`src/rtl/cpu6_lsu_if.sv`:
```
// rtl/cpu6_lsu_if.sv - request/response and memory bus bundle for cpu6_lsu
//
// Purpose: groups the core-side request/response handshake and the
// memory-side bus of the load/store unit into one interface.
// Modports:
//   slave  - the LSU view: takes requests, returns responses, drives the bus.
//   master - the environment view: the core plus the data memory/bus.
// Signals:
//   req_valid/req_ready/req_we/req_size/req_unsigned/req_addr/req_wdata
//   rsp_valid/rsp_rdata/rsp_err/rsp_errcode
//   mem_valid/mem_ready/mem_we/mem_addr/mem_wstrb/mem_wdata
//   mem_rvalid/mem_rdata
interface cpu6_lsu_if #(
  parameter int XLEN = 32
);
  logic              req_valid;
  logic              req_ready;
  logic              req_we;
  logic [1:0]        req_size;
  logic              req_unsigned;
  logic [XLEN-1:0]   req_addr;
  logic [XLEN-1:0]   req_wdata;

  logic              rsp_valid;
  logic [XLEN-1:0]   rsp_rdata;
  logic              rsp_err;
  logic [1:0]        rsp_errcode;

  logic              mem_valid;
  logic              mem_ready;
  logic              mem_we;
  logic [XLEN-1:0]   mem_addr;
  logic [XLEN/8-1:0] mem_wstrb;
  logic [XLEN-1:0]   mem_wdata;
  logic              mem_rvalid;
  logic [XLEN-1:0]   mem_rdata;

  modport slave (
    input  req_valid, req_we, req_size, req_unsigned, req_addr, req_wdata,
    output req_ready,
    output rsp_valid, rsp_rdata, rsp_err, rsp_errcode,
    output mem_valid, mem_we, mem_addr, mem_wstrb, mem_wdata,
    input  mem_ready, mem_rvalid, mem_rdata
  );

  modport master (
    output req_valid, req_we, req_size, req_unsigned, req_addr, req_wdata,
    input  req_ready,
    input  rsp_valid, rsp_rdata, rsp_err, rsp_errcode,
    input  mem_valid, mem_we, mem_addr, mem_wstrb, mem_wdata,
    output mem_ready, mem_rvalid, mem_rdata
  );
endinterface

```
`src/rtl/cpu6_lsu.sv`:
```
// rtl/cpu6_lsu.sv - cpu6 load/store unit, one outstanding bus transaction
//
// Purpose: accepts a load/store request from the execute stage, checks size
// and alignment, issues one bus request with lane strobes and replicated
// store data, waits for read data on loads, and returns a one-cycle response
// with extended load data or an error code (01 misaligned, 10 timeout,
// 11 illegal size).
// Ports:
//   clk   - rising-edge clock
//   reset - asynchronous active-low reset
//   bus   - cpu6_lsu_if.slave: request, response and memory bus signals
// Parameters:
//   XLEN    - 32 or 64
//   TIMEOUT - cycles allowed from acceptance to completion, 0 = never
module cpu6_lsu #(
  parameter int XLEN    = 32,
  parameter int TIMEOUT = 255
) (
  input logic       clk,
  input logic       reset,
  cpu6_lsu_if.slave bus
);
  localparam int NB = XLEN / 8;
  localparam int OW = $clog2(NB);
  // The counter only has to reach TIMEOUT-1: the timeout fires in the cycle
  // that would make the elapsed count equal TIMEOUT.
  localparam int CW = (TIMEOUT > 1) ? $clog2(TIMEOUT) : 1;
  localparam logic [CW-1:0] TLAST = CW'((TIMEOUT > 0) ? TIMEOUT - 1 : 0);

  localparam logic [1:0] S_IDLE   = 2'd0;
  localparam logic [1:0] S_REQ    = 2'd1;
  localparam logic [1:0] S_WAIT_R = 2'd2;
  localparam logic [1:0] S_RESP   = 2'd3;

  logic [1:0]      state;
  logic [CW-1:0]   cnt;
  logic            r_we;
  logic            r_uns;
  logic [1:0]      r_size;
  logic [OW-1:0]   r_off;
  logic            mem_we_q;
  logic [XLEN-1:0] mem_addr_q;
  logic [NB-1:0]   mem_wstrb_q;
  logic [XLEN-1:0] mem_wdata_q;
  logic [XLEN-1:0] rsp_rdata_q;
  logic            rsp_err_q;
  logic [1:0]      rsp_code_q;

  logic [OW-1:0]   in_off;
  logic            size_bad;
  logic            misaligned;
  logic [NB-1:0]   strb_base;
  logic [XLEN-1:0] wrep;
  logic [XLEN-1:0] sh;
  logic [XLEN-1:0] lmask;
  logic [XLEN-1:0] ldata;
  logic            sbit;
  logic            tmo;

  assign in_off   = bus.req_addr[OW-1:0];
  assign size_bad = (XLEN == 32) && (bus.req_size == 2'b11);
  assign tmo      = (TIMEOUT > 0) && (cnt == TLAST);

  // Request decode: alignment, strobe pattern and lane-replicated data.
  always_comb begin
    misaligned = 1'b0;
    strb_base  = '1;
    wrep       = bus.req_wdata;
    case (bus.req_size)
      2'b00: begin
        strb_base = NB'(1);
        wrep      = {NB{bus.req_wdata[7:0]}};
      end
      2'b01: begin
        misaligned = in_off[0];
        strb_base  = NB'(3);
        wrep       = {(NB/2){bus.req_wdata[15:0]}};
      end
      2'b10: begin
        misaligned = |in_off[1:0];
        strb_base  = NB'(15);
        wrep       = {(NB/4){bus.req_wdata[31:0]}};
      end
      default: misaligned = |in_off;
    endcase
  end

  // Load return path: shift the addressed lane down, then extend by size.
  always_comb begin
    sh = bus.mem_rdata >> {r_off, 3'b000};
    case (r_size)
      2'b00:   begin lmask = XLEN'(8'hFF);         sbit = sh[7];      end
      2'b01:   begin lmask = XLEN'(16'hFFFF);      sbit = sh[15];     end
      2'b10:   begin lmask = XLEN'(32'hFFFF_FFFF); sbit = sh[31];     end
      default: begin lmask = '1;                   sbit = sh[XLEN-1]; end
    endcase
    ldata = sh & lmask;
    if (!r_uns && sbit) ldata = ldata | ~lmask;
  end

  always_ff @(posedge clk or negedge reset) begin
    if (!reset) begin
      state       <= S_IDLE;
      cnt         <= '0;
      r_we        <= 1'b0;
      r_uns       <= 1'b0;
      r_size      <= 2'b00;
      r_off       <= '0;
      mem_we_q    <= 1'b0;
      mem_addr_q  <= '0;
      mem_wstrb_q <= '0;
      mem_wdata_q <= '0;
      rsp_rdata_q <= '0;
      rsp_err_q   <= 1'b0;
      rsp_code_q  <= 2'b00;
    end else begin
      // Saturating, so a load whose bus grant landed on the last allowed
      // cycle still times out on its first idle WAIT_R cycle.
      if ((state == S_REQ || state == S_WAIT_R) && cnt != TLAST)
        cnt <= cnt + 1'b1;
      case (state)
        S_IDLE: begin
          if (bus.req_valid) begin
            r_we   <= bus.req_we;
            r_uns  <= bus.req_unsigned;
            r_size <= bus.req_size;
            r_off  <= in_off;
            cnt    <= '0;
            if (size_bad || misaligned) begin
              state       <= S_RESP;
              rsp_rdata_q <= '0;
              rsp_err_q   <= 1'b1;
              rsp_code_q  <= size_bad ? 2'b11 : 2'b01;
            end else begin
              state       <= S_REQ;
              mem_we_q    <= bus.req_we;
              mem_addr_q  <= {bus.req_addr[XLEN-1:OW], {OW{1'b0}}};
              mem_wstrb_q <= bus.req_we ? (strb_base << in_off) : '0;
              mem_wdata_q <= wrep;
            end
          end
        end
        S_REQ: begin
          if (bus.mem_ready) begin
            if (r_we) begin
              state       <= S_RESP;
              rsp_rdata_q <= '0;
              rsp_err_q   <= 1'b0;
              rsp_code_q  <= 2'b00;
            end else begin
              state <= S_WAIT_R;
            end
          end else if (tmo) begin
            state       <= S_RESP;
            rsp_rdata_q <= '0;
            rsp_err_q   <= 1'b1;
            rsp_code_q  <= 2'b10;
          end
        end
        S_WAIT_R: begin
          if (bus.mem_rvalid) begin
            state       <= S_RESP;
            rsp_rdata_q <= ldata;
            rsp_err_q   <= 1'b0;
            rsp_code_q  <= 2'b00;
          end else if (tmo) begin
            state       <= S_RESP;
            rsp_rdata_q <= '0;
            rsp_err_q   <= 1'b1;
            rsp_code_q  <= 2'b10;
          end
        end
        default: state <= S_IDLE;
      endcase
    end
  end

  assign bus.req_ready   = (state == S_IDLE);
  assign bus.mem_valid   = (state == S_REQ);
  assign bus.mem_we      = mem_we_q;
  assign bus.mem_addr    = mem_addr_q;
  assign bus.mem_wstrb   = mem_wstrb_q;
  assign bus.mem_wdata   = mem_wdata_q;
  assign bus.rsp_valid   = (state == S_RESP);
  assign bus.rsp_rdata   = rsp_rdata_q;
  assign bus.rsp_err     = rsp_err_q;
  assign bus.rsp_errcode = rsp_code_q;
endmodule

```
`src/flat_wrapper.sv`:
```
// flat-port wrapper written by rule: the top's interface ports become plain ports
module cpu6_lsu_flat 
#(
  parameter int XLEN    = 32,
  parameter int TIMEOUT = 255
)
  (clk, reset, bus_req_valid, bus_req_we, bus_req_size, bus_req_unsigned, bus_req_addr, bus_req_wdata, bus_req_ready, bus_rsp_valid, bus_rsp_rdata, bus_rsp_err, bus_rsp_errcode, bus_mem_valid, bus_mem_we, bus_mem_addr, bus_mem_wstrb, bus_mem_wdata, bus_mem_ready, bus_mem_rvalid, bus_mem_rdata);
  cpu6_lsu_if #(.XLEN(XLEN)) bus_i ();
  input logic clk;
  input logic reset;
  input wire logic [$bits(bus_i.req_valid)-1:0] bus_req_valid;
  input wire logic [$bits(bus_i.req_we)-1:0] bus_req_we;
  input wire logic [$bits(bus_i.req_size)-1:0] bus_req_size;
  input wire logic [$bits(bus_i.req_unsigned)-1:0] bus_req_unsigned;
  input wire logic [$bits(bus_i.req_addr)-1:0] bus_req_addr;
  input wire logic [$bits(bus_i.req_wdata)-1:0] bus_req_wdata;
  output wire logic [$bits(bus_i.req_ready)-1:0] bus_req_ready;
  output wire logic [$bits(bus_i.rsp_valid)-1:0] bus_rsp_valid;
  output wire logic [$bits(bus_i.rsp_rdata)-1:0] bus_rsp_rdata;
  output wire logic [$bits(bus_i.rsp_err)-1:0] bus_rsp_err;
  output wire logic [$bits(bus_i.rsp_errcode)-1:0] bus_rsp_errcode;
  output wire logic [$bits(bus_i.mem_valid)-1:0] bus_mem_valid;
  output wire logic [$bits(bus_i.mem_we)-1:0] bus_mem_we;
  output wire logic [$bits(bus_i.mem_addr)-1:0] bus_mem_addr;
  output wire logic [$bits(bus_i.mem_wstrb)-1:0] bus_mem_wstrb;
  output wire logic [$bits(bus_i.mem_wdata)-1:0] bus_mem_wdata;
  input wire logic [$bits(bus_i.mem_ready)-1:0] bus_mem_ready;
  input wire logic [$bits(bus_i.mem_rvalid)-1:0] bus_mem_rvalid;
  input wire logic [$bits(bus_i.mem_rdata)-1:0] bus_mem_rdata;
  assign bus_i.req_valid = bus_req_valid;
  assign bus_i.req_we = bus_req_we;
  assign bus_i.req_size = bus_req_size;
  assign bus_i.req_unsigned = bus_req_unsigned;
  assign bus_i.req_addr = bus_req_addr;
  assign bus_i.req_wdata = bus_req_wdata;
  assign bus_req_ready = bus_i.req_ready;
  assign bus_rsp_valid = bus_i.rsp_valid;
  assign bus_rsp_rdata = bus_i.rsp_rdata;
  assign bus_rsp_err = bus_i.rsp_err;
  assign bus_rsp_errcode = bus_i.rsp_errcode;
  assign bus_mem_valid = bus_i.mem_valid;
  assign bus_mem_we = bus_i.mem_we;
  assign bus_mem_addr = bus_i.mem_addr;
  assign bus_mem_wstrb = bus_i.mem_wstrb;
  assign bus_mem_wdata = bus_i.mem_wdata;
  assign bus_i.mem_ready = bus_mem_ready;
  assign bus_i.mem_rvalid = bus_mem_rvalid;
  assign bus_i.mem_rdata = bus_mem_rdata;
  cpu6_lsu #(.XLEN(XLEN), .TIMEOUT(TIMEOUT)) u_core (.clk(clk), .reset(reset), .bus(bus_i));
endmodule
```
`config.mk`:
```
export PLATFORM = sky130hd
export DESIGN_NAME = cpu6_lsu_flat
export DESIGN_NICKNAME = d
export VERILOG_FILES = /design/src/rtl/cpu6_lsu_if.sv /design/src/rtl/cpu6_lsu.sv /design/src/flat_wrapper.sv
export SDC_FILE = /design/constraint.sdc
export NUM_CORES = 1
export LEC_CHECK = 0
export ABC_AREA = 1
export BUFFER_PORTS_ARGS = -buffer_cell sky130_fd_sc_hd__buf_4
export CORE_UTILIZATION = 40
export DETAILED_ROUTE_END_ITERATION = 8
export PLACE_DENSITY = 0.79
export SYNTH_ARGS = -nofsm -noshare
export SYNTH_HDL_FRONTEND = slang
export SYNTH_SLANG_ARGS = --single-unit
```
`constraint.sdc`:
```
create_clock -name clk -period 1.95 [get_ports clk]
set_clock_uncertainty 0.1 [all_clocks]
set_input_delay 0 -clock clk [delete_from_list [all_inputs] [get_ports clk]]
set_output_delay 0 -clock clk [all_outputs]
set_load 0.1 [all_outputs]
```
* Yosys cells after proc, flatten, opt, wreduce, memory -nomap -nowiden
Index checks and enable logic that the tools add are counted.
Operators by class: add/subtract/negate cells 1, $mul 0, div/mod/pow operators 0, $lt $le $gt $ge 0, equal/unequal tests 11, shifts and indexed selects 2, multiplexer cells 39, bitwise operators 4, reduce and logical (&&, ||, !) cells 13
Operators with widths (number):
- 32-bit two-way mux | 7
- 32-bit case mux with 2 select lines | 2
- 32-bit case mux with 3 select lines | 1
- 32-bit bitwise AND | 1
- 32-bit NOT | 1
- 32-bit OR | 1
- 32-bit by 5-bit >> shifter with 32-bit output | 1
- 2-bit two-way mux | 12
- 8-bit two-way mux | 3
- 2-bit case mux with 3 select lines | 2
- 8-bit by 1-bit adder with 8-bit output, second input constant | 1
- 8-bit equality test, second input constant | 1
- 8-bit != test, second input constant | 1
- 4-bit case mux with 2 select lines | 1
- 1-bit two-way mux | 7
- 2-bit by 1-bit equality test with 1-bit output, second input constant | 3
- 2-bit equality test, second input constant | 3
- 2-bit zero test | 3
- 4-bit two-way mux | 1
- 1-bit case mux with 2 select lines | 2
- 4-bit AND reduction | 1
- 4-bit by 2-bit left shift with 4-bit output | 1
- 3-bit by 2-bit != test with 1-bit output, second input constant | 1
- 1-bit case mux with 3 select lines | 1
- 10 further kinds | 12
Word-level totals: flip-flop bits (word level) 118, latch bits 0, RAM bits 0, ROM bits 0, input port bits 105, output and inout bits 107, word-level logic and storage cells 83, memories kept 0

* Longest topological paths before layout
depth in word-level cells 7, gate-level depth with buffers 11, gate-level depth less buffers 10

* Least setup slack after synthesis
Ideal clock, no wire load.
kind flip-flop to flip-flop, from register u_core.state[0], to register u_core.rsp_rdata_q[22] (netlist: u_core.bus.rsp_rdata[22]), library setup time 73 ps, arrival time 2516 ps, data required time 1777 ps, slack -740 ps, stages on the path, launching flop included 11, path buffers 2, clock period less this slack 2690 ps, cells stage by stage dfrtp_1 inv_1 ha_1 inv_2 nor2_1 a31oi_2 nand3_2 buf_4 buf_4 nand2_1 a21oi_2
On the way: longest elaborated chain between the ends 3, elaborated cells on any way between the ends 9, classes of those cells eq/ne: 5; mux: 1; reduce/logical: 3
Ends and longest elaborated chain:
- from (decl) | RTL line cpu6_lsu.sv:35 | logic [1:0] state;
- from (signal assigned) | RTL line cpu6_lsu.sv:103 | state <= S_IDLE;
- from (signal assigned) | RTL line cpu6_lsu.sv:130 | state <= S_RESP;
- from (signal assigned) | RTL line cpu6_lsu.sv:135 | state <= S_REQ;
- 2-bit zero test *
- named net bus_req_ready | RTL line flat_wrapper.sv:17 | output wire logic [$bits(bus_i.req_ready)-1:0] bus_req_ready;
- 2-bit by 1-bit != test with 1-bit output (no source line), or another cell as far along
- 4-bit AND reduction (no source line)
- to (signal assigned) | RTL line cpu6_lsu.sv:163 | rsp_rdata_q <= ldata;
- to (decl) | RTL line cpu6_lsu.sv:45 | logic [XLEN-1:0] rsp_rdata_q;
The timed path passes the listed nets; every way through them passes the cells marked *. A chain may end at the register's enable or synchronous reset.

* Worst setup path after layout
from register u_core.r_off[1], to register u_core.rsp_rdata_q[5] (netlist: u_core.bus.rsp_rdata[5])
On the way: longest elaborated chain between the ends 6, elaborated cells on any way between the ends 8, classes of those cells shift: 1; mux: 4; bitwise: 2; reduce/logical: 1
Ends and longest elaborated chain:
- from (decl) | RTL line cpu6_lsu.sv:40 | logic [OW-1:0] r_off;
- from (signal assigned) | RTL line cpu6_lsu.sv:127 | r_off <= in_off;
- 32-bit by 5-bit >> shifter with 32-bit output * | RTL line cpu6_lsu.sv:90 | sh = bus.mem_rdata >> {r_off, 3'b000};
- 1-bit case mux with 2 select lines / 32-bit bitwise AND (equally long branches) | RTL line cpu6_lsu.sv:91, cpu6_lsu.sv:97
- 1-bit logical AND / 32-bit OR (equally long branches) | RTL line cpu6_lsu.sv:98 | if (!r_uns && sbit) ldata = ldata | ~lmask;
- 32-bit two-way mux * | RTL line cpu6_lsu.sv:98
- 32-bit two-way mux * | RTL line cpu6_lsu.sv:161 | if (bus.mem_rvalid) begin
- 32-bit case mux with 3 select lines * | RTL line cpu6_lsu.sv:121 | case (state)
Every way passes the cells marked *; elsewhere a longest branch is shown, timed or not.

==> impl_table.tex <==
\begin{tabular}{lr}
\hline
Metric & Value \\
\hline
\multicolumn{2}{l}{\textbf{Placement}} \\
\quad Detailed Place HPWL & 13.6 mm \\
\quad Routability-driven placement congestion ratio & 0.893 \\
\quad Number of port buffers & between 200 and 250 \\
\multicolumn{2}{l}{\textbf{Detailed routing}} \\
\quad Number of DRC violations after detailed-routing iteration 0 & 722 \\
\quad Final wirelength & 21.5 mm \\
\quad Count of nets left with antenna violations after detail routing & 0 \\
\quad DRC violations left & 0 \\
\quad First-pass DRT Iterations & 5 \\
\quad Post-detailed-route via-to-cell ratio & 5.27 \\
\quad Via Count & 7003 \\
\quad WL/cell & 16.2 µm \\
\multicolumn{2}{l}{\textbf{Min path}} \\
\quad Hold Crit Start & bus\_mem\_rdata[20] \\
\quad Worst hold-check path type & input pin to flop \\
\multicolumn{2}{l}{\textbf{Global route}} \\
\quad Antenna violations before repair & 0 \\
\quad Congestion Overflow GR & 0 \\
\quad Number of global-route vias before repair & 6691 \\
\quad Maximum number of pins on one net before global-route repair & 73 \\
\quad Total Routing Usage GR & 0.275 \\
\quad First-pass GRT wire length & 34.2 mm \\
\multicolumn{2}{l}{\textbf{Run}} \\
\quad Max-cap check violation count & 0 \\
\multicolumn{2}{l}{\textbf{Clocking}} \\
\quad Max H-tree Level & 4 \\
\quad Maximum buffer depth of the clock tree & 2 \\
\quad Clock-pin slew on the worst setup and hold paths & 50 ps \\
\quad Total clock buffers created by CTS & 17 \\
\quad CTS tree & done \\
\quad Number of clock sinks & about 120 \\
\quad Later-pin clock latency in the skew report & 410 ps \\
\quad Clock root buffer master & sky130\_fd\_sc\_hd\_\_clkbuf\_16 \\
\multicolumn{2}{l}{\textbf{Final layout}} \\
\quad \# nets final & $\sim$1200 \\
\quad Layout cell share with drive strength beyond 1 & 0.264 \\
\quad Register cell area after layout & 2950 µm² \\
\quad Antenna cells & 0 \\
\quad Fillers & between 1000 and 1500 \\
\quad Synth-to-layout area growth & 56.8\% \\
\quad Combined area of the multi-input logic cells & $\sim$2800 µm² \\
\multicolumn{2}{l}{\textbf{Die}} \\
\quad Number of top-level pins & 212 \\
\quad Die Y & 126 µm \\
\quad Placeable core region & about 15000 µm² \\
\quad Starting density of the core & 0.417 \\
\quad Die Width & 126 µm \\
\quad Die Footprint & 15900 µm² \\
\quad Row count & 44 \\
\multicolumn{2}{l}{\textbf{Yosys}} \\
\quad Synthesized area & $\sim$6000 µm² \\
\quad Avg Inst Size Synth & 7.48 µm² \\
\quad Share of the yosys chip area belonging to registers & 0.480 \\
\quad Area share of the largest cell type after synthesis & 0.480 \\
\quad Count of distinct cell types in the synthesized netlist & 35 \\
\quad Synth Instances & 823 \\
\quad Warning count from the yosys run & 0 \\
\quad Synthesis-stage register bit count & 118 \\
\quad Top cell type by total area after synthesis & sky130\_fd\_sc\_hd\_\_dfrtp\_1 \\
\quad Top area cells in the synthesized netlist & sky130\_fd\_sc\_hd\_\_dfrtp\_1, sky130\_fd\_sc\_hd\_\_nand2\_1, sky130\_fd\_sc\_hd\_\_o21ai\_0 \\
\multicolumn{2}{l}{\textbf{Critical path}} \\
\quad Origin of the critical flop-to-flop path & u\_core.r\_off[1] \\
\quad Largest stage delay on the critical path & 580 ps \\
\quad Cell class contributing the biggest share of worst-path delay & buffers and inverters \\
\quad Data arrival time of the worst path & just over 2000 ps \\
\quad Launching element type of the critical path & flop \\
\quad CP Buf/Inv Count & 3 \\
\quad Worst Path Class, Setup & flop to flop \\
\quad Worst Path Max Fanout & 14 \\
\quad Crit path from & u\_core.r\_off[1] \\
\quad Sort of element at the end of the critical path & flop \\
\quad Crit path required time & 2140 ps \\
\quad Slowest-stage cell, CP & sky130\_fd\_sc\_hd\_\_dlygate4sd3\_1 \\
\quad CP cell instances & inv\_2 > buf\_4 > nand3\_1 > dlygate4sd3\_1 > o211ai\_1 > a21oi\_1 \\
\multicolumn{2}{l}{\textbf{STA}} \\
\quad Max Clock Freq & 538 MHz \\
\quad Final-report hold violation count & 0 \\
\quad Setup repair after global routing missed its margin & no \\
\quad Final critical-path required period & approximately 1900 ps \\
\quad Final setup violation count & 0 \\
\quad Headroom to the max-slew limit & 0.608 \\
\quad Total negative slack & 0 ps \\
\quad Final number of max-transition violations & 0 \\
\quad Transition at the pin with the smallest max-transition slack & 588 ps \\
\quad Final cycle utilization of the critical path & 0.953 \\
\multicolumn{2}{l}{\textbf{Outcome}} \\
\quad Status & finished clean \\
\hline
\end{tabular}
[through the flow]
stage,util,std cells,area (µm²),hold WS [ps],setup WS (ps)
floorplan,-,824,6220,-396,0.317
global placement,0.546,1199,8050,-55.3,197
global route,0.654,1330,9660,38.9,2.57
CTS,0.652,1328,9620,1.74,13.1
detailed placement,0.546,1199,8050,-51.1,124
finish,0.654,1330,9660,16.1,92.0
[kinds of logic (layout without fill, tap and decap cells)]
family                     count (synthesis)  after routing  share of synthesized area
AOI/OAI and AO/OA                        145            145                      0.140
DFF                                      118            118                      0.480
xor gates and xnor gates                   6              6                    0.00854
adders and majority gates                  6              6                     0.0122
other                                      1              2                   0.000609
and+or+nand+nor                          439            439                      0.282
buffers and inverters                    108            430                     0.0764
[cell usage after synthesis (all sizes together)]
master,count
nand2,346
dfrtp,118
inv,62
a21oi,57
o21ai,56
nand3,47
nor2,40
buf,28
clkbuf,17
a31oi,11
a22o,7
ha,6
o221ai,6
nor3,3
o211ai,3
xnor2,3
xor2,3
a211oi,2
or2,2
a41oi,1
clkinv,1
conb,1
nand4,1
o22ai,1
o31ai,1
[worst reg2reg max path: stages, from the launching register on]
cell and delay, ps:
sky130_fd_sc_hd__dfrtp_1 440, sky130_fd_sc_hd__inv_2 130, sky130_fd_sc_hd__buf_4 190, sky130_fd_sc_hd__nand3_1 110, sky130_fd_sc_hd__dlygate4sd3_1 580, sky130_fd_sc_hd__o211ai_1 100, sky130_fd_sc_hd__a21oi_1 80
[worst paths after layout]
check                           cells past startpoint  slack [ps]                   endpoint
worst max-delay path                                6          90    u_core.bus.rsp_rdata[5]
worst min-delay path                                5          20   u_core.bus.rsp_rdata[12]
worst max register to register                      6          90    u_core.bus.rsp_rdata[5]
worst min register to register                      2         380    u_core.bus.mem_addr[28]
max in group asynchronous                           3         950   u_core.bus.rsp_rdata[22]
min in group asynchronous                           2          50  u_core.bus.rsp_errcode[0]
[final cells by class]
type,count,share of cell area
Sequential cell,118,0.306
Timing Repair Buffer,336,0.294
Multi-Input combinational cell,598,0.290
Clock buffer,23,0.0505
Inverter,63,0.0253
Tap cell,184,0.0238
Clock inverter,8,0.0101
[sequential cells by signal (all words and copies together) (netlist names)]
name / flops
u_core.bus.mem_addr: 30
u_core.r_size: 2
u_core.bus.rsp_rdata: 32
u_core.bus.rsp_errcode: 2
u_core.bus.rsp_err: 1
u_core.state: 2
u_core.r_uns: 1
u_core.cnt: 8
u_core.bus.mem_wdata: 32
u_core.r_off: 2
u_core.bus.mem_wstrb: 4
u_core.bus.mem_we: 1
u_core.r_we: 1
[layer usage]
| metal | track usage | up-vias | wire length, µm |
|---|---|---|---|
| met5 | 0 | - | 0 |
| met4 | 0.114 | 0 | 671 |
| met3 | 0.0867 | 58 | 2060 |
| met2 | 0.449 | 395 | 10200 |
| met1 | 0.337 | 3295 | 8580 |
| li1 | - | 3255 | - |
[timing repair]
action                                  4_1_cts  5_1_grt
hold buffers                                 98        0
buffers inserted                              0        3
gates resized for setup                       0        8
hold endpoints to repair                    172        0
endpoints found under the setup margin        0        7
[layout by cell type, fill, tap and decap left out, types with 2 or more instances in the layout]
cell type	synthesis	layout
sky130_fd_sc_hd__nor2_4	0	2
sky130_fd_sc_hd__clkbuf_8	0	4
sky130_fd_sc_hd__nand2_2	2	3
sky130_fd_sc_hd__conb_1	1	2
sky130_fd_sc_hd__ha_4	0	2
sky130_fd_sc_hd__dfrtp_1	118	117
sky130_fd_sc_hd__a21oi_2	9	9
sky130_fd_sc_hd__a211oi_1	2	2
sky130_fd_sc_hd__clkbuf_1	17	2
sky130_fd_sc_hd__clkinvlp_4	0	3
sky130_fd_sc_hd__nor3_1	3	3
sky130_fd_sc_hd__o21ai_0	52	52
sky130_fd_sc_hd__xnor2_1	3	3
sky130_fd_sc_hd__nand3_2	2	2
sky130_fd_sc_hd__o211ai_1	3	3
sky130_fd_sc_hd__a31oi_1	10	10
sky130_fd_sc_hd__nor2_1	40	38
sky130_fd_sc_hd__buf_4	7	232
sky130_fd_sc_hd__o21ai_1	2	2
sky130_fd_sc_hd__inv_4	0	3
sky130_fd_sc_hd__or2_2	2	2
sky130_fd_sc_hd__a21oi_1	48	48
sky130_fd_sc_hd__nand3_1	45	45
sky130_fd_sc_hd__buf_12	0	5
sky130_fd_sc_hd__clkbuf_16	0	17
sky130_fd_sc_hd__clkinv_2	0	3
sky130_fd_sc_hd__o221ai_1	6	6
sky130_fd_sc_hd__dlygate4sd3_1	0	97
sky130_fd_sc_hd__inv_1	57	53
sky130_fd_sc_hd__ha_1	6	4
sky130_fd_sc_hd__xor2_1	3	3
sky130_fd_sc_hd__a22o_1	7	7
sky130_fd_sc_hd__nand2_1	344	343
sky130_fd_sc_hd__inv_2	5	6
sky130_fd_sc_hd__bufinv_16	0	2
Power is not shown: default switching activity piles up to over one toggle a cycle in this logic, so the estimate is an artifact.
